==> config.mk <==
export PLATFORM = sky130hd
export DESIGN_NAME = assoc_cache
export DESIGN_NICKNAME = d
export VERILOG_FILES = /design/src/rtl/assoc_cache.sv
export SDC_FILE = /design/constraint.sdc
export NUM_CORES = 1
export LEC_CHECK = 0
export CORE_MARGIN = 2
export CORE_UTILIZATION = 57
export CTS_BUF_LIST = sky130_fd_sc_hd__clkbuf_4
export CTS_CLUSTER_SIZE = 20
export DETAILED_ROUTE_END_ITERATION = 7
export PLACE_DENSITY = 0.82
export SLEW_MARGIN = 20
export SYNTH_ARGS = -nofsm -noshare
export SYNTH_HDL_FRONTEND = slang
export SYNTH_SLANG_ARGS = --single-unit
==> constraint.sdc <==
create_clock -name clk -period 6.65 [get_ports clk]
set_clock_uncertainty 0.05 [all_clocks]
set_input_delay 0.9975 -clock clk [delete_from_list [all_inputs] [get_ports clk]]
set_output_delay 0.9975 -clock clk [all_outputs]
set_load 0.1 [all_outputs]
==> src/rtl/assoc_cache.sv <==
// Set-associative, write-through, no-write-allocate cache with true-LRU replacement.
// Optional one-entry posted write buffer: define WRITE_BUFFER_EN.
module assoc_cache #(
  parameter int WAYS       = 2,
  parameter int SETS       = 2,
  parameter int LINE_WORDS = 4
) (
  input  logic                      clk,
  input  logic                      reset,
  input  logic                      c__read_m,
  input  logic                      c__write_m,
  input  logic [15:0]               addr,
  input  logic [15:0]               i__data,
  output logic [15:0]               o__data,
  output logic                      c__ready,
  output logic                      m__read_m,
  output logic                      m__write_m,
  output logic [15:0]               m__addr,
  output logic [15:0]               m__size,
  output logic [15:0]               m__data_out,
  input  logic [16*LINE_WORDS-1:0]  m__data_in,
  input  logic                      m__ready,
  output logic [15:0]               hit_count,
  output logic [15:0]               miss_count
);

  localparam int OFFW = $clog2(LINE_WORDS);
  localparam int IDXW = $clog2(SETS);
  localparam int TAGW = 16 - OFFW - IDXW;
  localparam int OFFB = (OFFW > 0) ? OFFW : 1;
  localparam int IDXB = (IDXW > 0) ? IDXW : 1;
  localparam int AGEB = (WAYS > 1) ? $clog2(WAYS) : 1;

`ifdef WRITE_BUFFER_EN
  localparam bit WBUF = 1'b1;
`else
  localparam bit WBUF = 1'b0;
`endif

  typedef enum logic [1:0] {READY, LOOKUP, MEM_RD, MEM_WR} state_t;

  state_t state_q, state_d;

  logic [15:0] a_q, d_q;
  logic        wr_q;
  logic [15:0] o_data_q, m_addr_q, m_size_q, m_data_out_q, hit_q, miss_q;
  logic        m_read_q, m_write_q;

  logic [WAYS-1:0][SETS-1:0]                       valid_q;
  logic [WAYS-1:0][SETS-1:0][TAGW-1:0]             tag_q;
  logic [WAYS-1:0][SETS-1:0][AGEB-1:0]             age_q;
  logic [WAYS-1:0][SETS-1:0][LINE_WORDS-1:0][15:0] data_q;

  logic [LINE_WORDS-1:0][15:0] line_in;
  logic [OFFB-1:0] off;
  logic [IDXB-1:0] idx;
  logic [TAGW-1:0] tag;
  logic [AGEB-1:0] hit_way, victim, pway;
  logic            hit, vic_found, wb_busy;
  logic            accept, count, rd_hit, wr_hit, issue_rd, issue_wr, fill, end_wr, promote;

  assign line_in = m__data_in;
  assign off     = OFFB'(a_q & 16'(LINE_WORDS-1));
  assign idx     = IDXB'((a_q >> OFFW) & 16'(SETS-1));
  assign tag     = TAGW'(a_q >> (OFFW + IDXW));
  assign wb_busy = WBUF && m_write_q;
  assign end_wr  = m_write_q && m__ready;
  assign promote = rd_hit || fill;
  assign pway    = fill ? victim : hit_way;

  // Tag match across the set, and victim choice: first invalid way, else the oldest.
  always_comb begin
    hit       = 1'b0;
    hit_way   = '0;
    victim    = '0;
    vic_found = 1'b0;
    for (int w = 0; w < WAYS; w++) begin
      if (!hit && valid_q[w][idx] && tag_q[w][idx] == tag) begin
        hit     = 1'b1;
        hit_way = AGEB'(w);
      end
      if (!vic_found && !valid_q[w][idx]) begin
        vic_found = 1'b1;
        victim    = AGEB'(w);
      end
    end
    if (!vic_found)
      for (int w = 0; w < WAYS; w++)
        if (age_q[w][idx] == AGEB'(WAYS-1)) victim = AGEB'(w);
  end

  always_ff @(posedge clk or posedge reset) begin
    if (reset) state_q <= READY;
    else       state_q <= state_d;
  end

  always_comb begin
    state_d  = state_q;
    accept   = 1'b0;
    count    = 1'b0;
    rd_hit   = 1'b0;
    wr_hit   = 1'b0;
    issue_rd = 1'b0;
    issue_wr = 1'b0;
    fill     = 1'b0;
    case (state_q)
      READY: if (c__read_m || c__write_m) begin
        accept  = 1'b1;
        state_d = LOOKUP;
      end
      LOOKUP: begin
        // With the buffer busy, writes and read misses hold here until the drain ends.
        if (wr_q) begin
          if (!wb_busy) begin
            count    = 1'b1;
            wr_hit   = hit;
            issue_wr = 1'b1;
            state_d  = WBUF ? READY : MEM_WR;
          end
        end else if (hit) begin
          count   = 1'b1;
          rd_hit  = 1'b1;
          state_d = READY;
        end else if (!wb_busy) begin
          count    = 1'b1;
          issue_rd = 1'b1;
          state_d  = MEM_RD;
        end
      end
      MEM_RD: if (m__ready) begin
        fill    = 1'b1;
        state_d = READY;
      end
      MEM_WR: if (m__ready) state_d = READY;
      default: state_d = READY;
    endcase
  end

  always_ff @(posedge clk or posedge reset) begin
    if (reset) begin
      a_q          <= '0;
      d_q          <= '0;
      wr_q         <= 1'b0;
      o_data_q     <= '0;
      m_read_q     <= 1'b0;
      m_write_q    <= 1'b0;
      m_addr_q     <= '0;
      m_size_q     <= '0;
      m_data_out_q <= '0;
      hit_q        <= '0;
      miss_q       <= '0;
      valid_q      <= '0;
      tag_q        <= '0;
      for (int w = 0; w < WAYS; w++)
        for (int s = 0; s < SETS; s++) age_q[w][s] <= AGEB'(w);
    end else begin
      if (accept) begin
        a_q  <= addr;
        d_q  <= i__data;
        wr_q <= c__write_m && !c__read_m;
      end
      if (count) begin
        if (hit) hit_q  <= hit_q + 16'd1;
        else     miss_q <= miss_q + 16'd1;
      end
      if (rd_hit) o_data_q <= data_q[hit_way][idx][off];
      if (issue_rd) begin
        m_read_q <= 1'b1;
        m_addr_q <= a_q & ~16'(LINE_WORDS-1);
        m_size_q <= 16'(16*LINE_WORDS);
      end
      if (fill) begin
        valid_q[victim][idx] <= 1'b1;
        tag_q[victim][idx]   <= tag;
        o_data_q             <= line_in[off];
        m_read_q             <= 1'b0;
      end
      if (issue_wr) begin
        m_write_q    <= 1'b1;
        m_addr_q     <= a_q;
        m_size_q     <= 16'd16;
        m_data_out_q <= d_q;
      end
      if (end_wr) m_write_q <= 1'b0;
      // Promote to MRU: only ways younger than the promoted one age, keeping a permutation.
      if (promote)
        for (int w = 0; w < WAYS; w++) begin
          if (AGEB'(w) == pway)                      age_q[w][idx] <= '0;
          else if (age_q[w][idx] < age_q[pway][idx]) age_q[w][idx] <= age_q[w][idx] + 1'b1;
        end
    end
  end

  always_ff @(posedge clk) begin
    if (fill)   data_q[victim][idx]       <= line_in;
    if (wr_hit) data_q[hit_way][idx][off] <= d_q;
  end

  assign c__ready    = (state_q == READY);
  assign o__data     = o_data_q;
  assign m__read_m   = m_read_q;
  assign m__write_m  = m_write_q;
  assign m__addr     = m_addr_q;
  assign m__size     = m_size_q;
  assign m__data_out = m_data_out_q;
  assign hit_count   = hit_q;
  assign miss_count  = miss_q;

endmodule

# Yosys cells after proc, flatten, opt, wreduce, memory -nomap -nowiden

Cells that the tools add are included.
W data, S select, Z words.

Add/subtract/negate cells: 4
Magnitude comparators: 11
Equal/unequal tests: 8
Mux-type cells: 93
Bitwise gates (word level): 5
Reductions and logical operators: 27

Operator list:

| cell                    | number |
|---|---|
| $bwmux W256             | 2 |
| $mux W128               | 4 |
| $mux W256               | 2 |
| $demux W128 S1          | 2 |
| $mux W64                | 4 |
| $mux W16                | 9 |
| $demux W64 S1           | 2 |
| $mux W13                | 5 |
| $bmux W16 S2            | 2 |
| $bwmux W52              | 1 |
| $mux W1                 | 40 |
| $add A16 B1 Y16 const B | 2 |
| $demux W16 S2           | 1 |
| $demux W26 S1           | 1 |
| $eq A13 B13 Y1          | 2 |
| $mux W26                | 1 |
| $mux W2                 | 11 |
| $demux W13 S1           | 1 |
| $logic_and A1 B1 Y1     | 10 |
| $reduce_and A2 Y1       | 5 |
| $reduce_bool A2 Y1      | 5 |
| $lt A1 B2 Y1 const B    | 4 |
| $ne A2 B1 Y1 const B    | 3 |
| $pmux W2 S3             | 1 |
| 18 further kinds        | 28 |

Bits in registers: 449
Input port bits: 101
Output and inout bits: 99
Word-level logic and storage cells: 186

# Depth between registers and ports, before layout

Gate-level depths: netlist of run 1.

Depth after elaboration: 17
Mapped depth: 13
Gate-level depth less buffers: 8

# Least setup slack after synthesis of run 1

OpenSTA, ideal clock, no wires.

Kind: register to register
Start point: register state_q[0]
End point: register a_q[10]
Setup time: 0.125 ns
Data arrival time: 3.024 ns
Data required time: 6.475 ns
Path slack: 3.451 ns
Cell stages (with the launch flop): 6
Buffers on the path: 2
Clock period less this slack: 3.199 ns
Cell sequence: dfrtp_1 -> nor2_1 -> o21a_1 -> clkbuf_1 -> buf_1 -> mux2_2

Word-level cells in the longest chain between the ends: 2

RTL lines:

| item                     | line | RTL |
|---|---|---|
| start: declaration       | 42   | `state_t state_q, state_d;` |
| start signal: assignment | 94   | `else state_q <= state_d;` |
| $logic_not A2 Y1         | n/a  |  |
| net c__ready             | 15   | `output logic c__ready,` |
| $mux W1                  | 106  | `case (state_q)` |
| end signal: assignment   | 158  | `a_q <= addr;` |
| end: declaration         | 44   | `logic [15:0] a_q, d_q;` |

The timed path passes the listed nets, and every way through them passes these cells.
A chain may end at the register's enable or synchronous reset.

# Worst setup path after layout of run 1

Start point: register a_q[2]
End point: register o_data_q[13] (netlist: o__data[13])

Word-level cells in the longest chain between the ends: 17
Elaborated cells on any way between the ends: 29
Classes of those cells: eq/ne: 2; mux: 22; reduce/logical: 5

RTL lines:

| item                                         | line | RTL |
|---|---|---|
| $mux W13 (implied by the code) (2 in a row)  | 78   | `if (!hit && valid_q[w][idx] && tag_q[w][idx] == tag) begin` |
| $eq A13 B13 Y1                               | 78   |  |
| $logic_and A1 B1 Y1                          | 78   |  |
| $mux W1                                      | 78   |  |
| $logic_not A1 Y1                             | 78   |  |
| $logic_and A1 B1 Y1 (2 in a row)             | 78   |  |
| $mux W1                                      | 78   |  |
| $mux W128 (implied by the code) (2 in a row) | 166  | `if (rd_hit) o_data_q <= data_q[hit_way][idx][off];` |
| $mux W64 (implied by the code) (2 in a row)  | 166  |  |
| $bmux W16 S2                                 | 166  |  |
| $mux W16 (implied by the code)               | 166  |  |
| $mux W16                                     | 166  |  |
| $mux W16                                     | 172  | `if (fill) begin` |
| end signal: assignment                       | 166  |  |
| end signal: assignment                       | 175  | `o_data_q <= line_in[off];` |
| end: declaration                             | 46   | `logic [15:0] o_data_q, m_addr_q, m_size_q, m_data_out_q, hit_q, miss_q;` |

Parallel ways exist; a longest one is shown, timed or not. The select of a mux whose other input is x is not followed.

==> results of run 1 <==
## layer usage
metal / vias to the layer above / part of all wire, % / GRT usage [%]
li1: 7980 / - / -
met1: 8487 / 39 / 43.8
met2: 1139 / 44 / 52.7
met3: 245 / 12 / 8.21
met4: 0 / 5.0 / 17.9
met5: - / 0 / 0.511
## cells in the final DEF, fill, tap and decap left out, types with 35 or more instances in the layout
| cell type | n |
|---|---|
| mux2_2 | 98 |
| mux2i_1 | 285 |
| a211oi_1 | 53 |
| clkdlybuf4s50_1 | 185 |
| a21boi_0 | 41 |
| nor2_1 | 295 |
| clkbuf_4 | 177 |
| dfrtp_1 | 176 |
| buf_4 | 35 |
| dfxtp_1 | 256 |
| xnor2_1 | 43 |
| a21oi_1 | 271 |
| nand2_1 | 147 |
## cell families (layout without fill, tap and decap cells)
kind of cell	after synthesis	in the layout
mux	419	419
simple gates	558	558
flops	435	435
other cells	1	16
compound gates	465	465
buf+inv	221	436
xor+xnor	58	58
fa+ha+maj	2	2
## sequential cells by signal, summed over array words and instances (netlist names)
| name | count |
|---|---|
| data_q | 256 |
| tag_q | 52 |
| a_q | 16 |
| d_q | 16 |
| hit_count | 16 |
| m__addr | 16 |
| m__data_out | 16 |
| miss_count | 16 |
| o__data | 16 |
| age_q | 4 |
| valid_q | 4 |
| m__size | 2 |
| state_q | 2 |
| m__read_m | 1 |
| m__write_m | 1 |
| wr_q | 1 |
## per-stage QoR
step	hold slack (ps)	area, µm²
after detailed placement	417	23100
after global placement	406	23100
after floorplan	408	21200
final	425	24600
after CTS	434	24500
after global routing	457	24600
## report_power, final
group          switching, mW  internal, mW  total (mW)  leakage [nW]
Clock                   1.12          1.27        2.40         0.884
Combinational           3.28          2.17        5.45          5.45
Sequential              1.20          3.84        5.04          4.38
## cell type report
| type | instances | area (µm²) |
|---|---|---|
| clock buffers | 177 | 1330 |
| flip-flops and latches | 435 | 9610 |
| clock inverters | 24 | 153 |
| diodes | 2 | 5.00 |
| repair buffers | 221 | 2130 |
| multi-input cells | 1516 | 10700 |
| fillers | 2781 | 12100 |
| inverters | 14 | 60.1 |
| well taps | 468 | 586 |
## worst max-delay path: cells and delay by family (launching register included)
family	cells	cell delay, ps
AO/OA/AOI/OAI	2	450
multiplexers	1	320
AND/OR/NAND/NOR	4	1340
flip-flops	1	880
buffers and inverters	2	1160
XOR/XNOR	1	200
## worst min path at each step
stage	endpoint	slack, ps
detailed placement	m__data_out[15]	420
finish	hit_count[15]	430
floorplan	valid_q[3]	410
global placement	miss_count[15]	410
CTS	m__size[4]	430
global route	miss_count[15]	460
==> summary.txt, run 1 <==
top cell type's share of synthesized area: 24.2%
Cells after Synth: 2159
Synth Flop Type: dfxtp_1
row count: 70
Pwr per Cell Area: 525 nW/µm²
# IOs: 200
share of cells above drive strength 1: 16.0%
crit path launch: a_q[2]
CP Data Arrival Time: 5230 ps
GR Overflow Total: 0
required time worst endpoint: 7370 ps
drt wl/cell: 23.0 µm
final setup vio count: 0
CP max stage delay: 880 ps
mux cell area share after synthesis: 22.6%
CTS tree: yes
DR vias: 17900
top cells by count, synth: nor2_1 (299), mux2i_1 (285), a21oi_1 (271)
cts bufs inserted: 110
CTS Sinks: 435
post-synth top area cell: dfxtp_1
reg2reg setup slack: 2130 ps
Seq/Total Area, Yosys: 45.3%
initial antenna violation count: 2
Tot Pwr: 12.9 mW
Distinct cells, synth: 62
largest net degree at the start of global routing: 134
Place WS: 2280 ps
vias in the first global route: 17900
RSZ-0062 raised after global routing: false
final net count: 2401
worst r2r dst: o__data[13]
Reg clk slew, reported paths: 60 ps
Hold Fails Final Rpt: 0
post-synthesis simple-gate area fraction: 11.4%
detailed-route wire length: 65.8 mm
CP Class: reg -> reg
DRC viols: 0
Slew Viols, Final: 0
worst-path cell chain: mux2i_1, xnor2_1, nor4_2, nand4_2, buf_4, and2_2, buf_4, a211oi_1, nor4_1, o41a_1
clk_lat worst skew: 840 ps
crit path time final: 4520 ps
Post-synth EDFFs: 0
max-cap violations: 0
worst path setup slack after routing: 2130 ps
adder-cell share of the synthesized area: 0.118%
placed wire-length estimate: 42.2 mm
htree depth: 3
Min-Delay Path Class: reg -> reg
gr usage total: 33.8%
core area: 36600 µm²
CTS Buffer Depth: 3
Initial Util: 57.9%
R2R depth: 10
Placed Cells: 2654
Hold Path Cell Cnt: 1
Async SR Flop Fraction: 41.1%
Die X: 197 µm
Fmax: 0.221 GHz
Post-Layout Cell Count: 2857
Area contributors post-synth: dfxtp_1 (24%), dfrtp_1 (21%), mux2i_1 (13%), a21oi_1 (6.4%), nor2_1 (5.3%)
hold buffers post-CTS: 0
most frequent cell after synthesis: nor2_1
largest family of logic cells by synthesized area: multiplexers
most used cell, CP: buf_4
DRT Pass-1 Iters: 6
CP Launch Type: flip-flop
hold_sp: hit_count[15]
Compound-Gate Fraction of Synth Area: 13.5%
first-pass GRT wire length: 101 mm
Setup TNS: 0 ps
Layout area overhead: 15.9%
Crit. End Element: flip-flop
number of I/O port buffers: 185
root buf cell: clkbuf_4
period utilisation layout: 68.0%
YS warnings: 0
worst r2r src: a_q[2]
slowest library cell on the worst path: dfrtp_2
status: completed
FF+latch count, synth: 435
Static Leak: 10.7 nW
gpl congestion: 0.908
remaining antenna violation count after routing: 0
fin util: 67.1%
maximum vdd drop: 0.000337 V
Die Height: 197 µm
Slew @ Worst Pin: 1140 ps
Synth Area in XOR/XNOR: 2.40%
CP Max Fanout: 60
Slew headroom: 23.5%
synthesized cell area: 21200 µm²
setup repair bufs after CTS: 0
routed vias/inst: 6.25
Post-CTS Resized: 0
die area: 38700 µm²
Synth Area per Inst: 9.82 µm²
initial DRC count: 1829
Setup crit end: o__data[13]
Power figures use the tool's default switching activity.
==> run 2: changes to the inputs <==
Settings changed: CORE_UTILIZATION 57 to 54.
Clock period 6.65 ns to 3.84 ns, I/O delays scaled along.
==> run 2 against run 1 <==
  * Maximum frequency grew 26%
  * Flip-flop and latch count is the same
  * Sequential power grew 70%
  * Power grew 74%
  * Critical path depth is the same
  * Largest cell class unchanged
  * Highest routed layer unchanged
==> summary.txt, run 2 (synthesis gave the netlist of run 1 again) <==
status: completed
Die Height: 202 µm
required time worst endpoint: 4550 ps
CP max stage delay: 570 ps
R2R depth: 10
Die X: 202 µm
DRC viols: 0
final net count: 2431
DR vias: 18300
Reg clk slew, reported paths: 80 ps
gr usage total: 33.3%
Reg with most FFs: data_q
drt wl/cell: 23.1 µm
Static Leak: 10.9 nW
Fin Hold WS: 268 ps
root buf cell: clkbuf_4
hold buffers post-CTS: 1
Tot Pwr: 22.4 mW
GR Overflow Total: 0
Fmax: 0.280 GHz
post-route design area: 24900 µm²
Hold Fails Final Rpt: 0
gpl congestion: 0.902
# IOs: 200
Buf+Inv Stages, Crit Path: 2
Cell Area, Placed: 23400 µm²
max-cap violations: 0
CP Max Fanout: 54
crit path time final: 3570 ps
CP Class: reg -> reg
Setup crit end: o__data[7]
cts bufs inserted: 112
core area: 38700 µm²
Pwr per Cell Area: 900 nW/µm²
Slew @ Worst Pin: 1040 ps
most frequent cells in the layout: nor2_1 (297), mux2i_1 (285), a21oi_1 (271)
DRT Pass-1 Iters: 8
maximum vdd drop: 0.000623 V
die area: 40900 µm²
worst r2r dst: o__data[7]
detailed-route wire length: 67.9 mm
worst r2r src: a_q[2]
row count: 72
most common cell after layout, fill and taps aside: nor2_1
remaining antenna violation count after routing: 0
largest net degree at the start of global routing: 95
htree depth: 3
Initial Util: 54.7%
placed wire-length estimate: 43.6 mm
CP Depth: 10
clk_lat worst skew: 880 ps
fin util: 64.3%
slowest library cell on the worst path: buf_4
Crit. End Element: flip-flop
Crit path max-delay family: compound AO/OA/AOI/OAI gates
Layout area overhead: 17.5%
crit path launch: a_q[2]
worst-path cell chain: buf_12, mux2i_1, xnor2_1, nor4_2, and4_2, buf_4, a21boi_0, a211oi_1, nor4_1, o41a_1
initial antenna violation count: 2
number of I/O port buffers: 185
RSZ-0062 raised after global routing: false
CTS tree: yes
routed vias/inst: 6.22
final setup vio count: 0
CP Launch Type: flip-flop
first-pass GRT wire length: 105 mm
share of cells above drive strength 1: 16.7%
Slew Viols, Final: 0
Min-Delay Path Class: in -> reg
Slew headroom: 30.4%
Setup TNS: 0 ps
max FFs per register: 256
CTS Sinks: 435
Post-CTS Resized: 0
initial DRC count: 1920
vias in the first global route: 18300
top flop regs: data_q x256, tag_q x52
CP Data Arrival Time: 4290 ps
period utilisation layout: 93.1%
setup repair bufs after CTS: 0
CTS Buffer Depth: 3
reg2reg setup slack: 270 ps
==> run 2: cell types whose count changed in the layout (fill, tap and decap cells not counted), moves of 2 or more <==
cell | before | now
clkinv_1 | 17 | 23
buf_4 | 35 | 54
clkbuf_4 | 177 | 169
clkinv_2 | 2 | 6
nor2_2 | 4 | 2
buf_12 | 1 | 10
nor2_1 | 295 | 297
==> run 2: worst min path at each step <==
| stage | end | depth (start not counted) | start | slack [ps] |
|---|---|---|---|---|
| after CTS | d_q[9] | 2 | i__data[9] | 210 |
| final | d_q[9] | 2 | i__data[9] | 270 |
| after floorplan | valid_q[3] | 1 | valid_q[3] | 410 |
| after detailed placement | m__data_out[15] | 2 | m__data_out[15] | 410 |
| after global routing | d_q[9] | 2 | i__data[9] | 250 |
| after global placement | miss_count[15] | 1 | miss_count[15] | 410 |
==> run 2: metal layers <==
metal / track usage [%] / part of all wire (%) / up-vias / wire length (µm)
met5: 0.357 / 0 / - / 0
met4: 19.3 / 5.7 / 0 / 3890
met3: 8.74 / 12 / 287 / 8140
met2: 51.8 / 44 / 1193 / 30200
met1: 42.0 / 38 / 8745 / 25700
li1: - / - / 8053 / -
==> run 2: worst register-to-register path: stages, from the launching register on <==
cell	delay, ps
dfrtp_2	540
buf_12	230
mux2i_1	240
xnor2_1	120
nor4_2	350
and4_2	340
buf_4	570
a21boi_0	260
a211oi_1	280
nor4_1	100
o41a_1	400
==> run 2: final cells by class <==
| class | instances | area [µm²] |
|---|---|---|
| fill | 3081 | 13800 |
| clock buffer | 169 | 1270 |
| inverter | 14 | 56.3 |
| multi-input combinational | 1516 | 10700 |
| timing repair buffer | 249 | 2460 |
| tap | 518 | 648 |
| antenna | 2 | 5.00 |
| sequential | 435 | 9610 |
| clock inverter | 35 | 179 |
==> run 2: power breakdown <==
group / internal, mW / switching [mW]
sequential: 6.65 / 1.94
clock: 2.08 / 2.01
combinational: 3.85 / 5.88
total: 12.6 / 9.83
==> run 2: through the flow <==
step,worst slack [ps],std cells
final,266,2938
after global routing,80.3,2938
after CTS,327,2936
after detailed placement,386,2731
after global placement,455,2731
after floorplan,641,2172
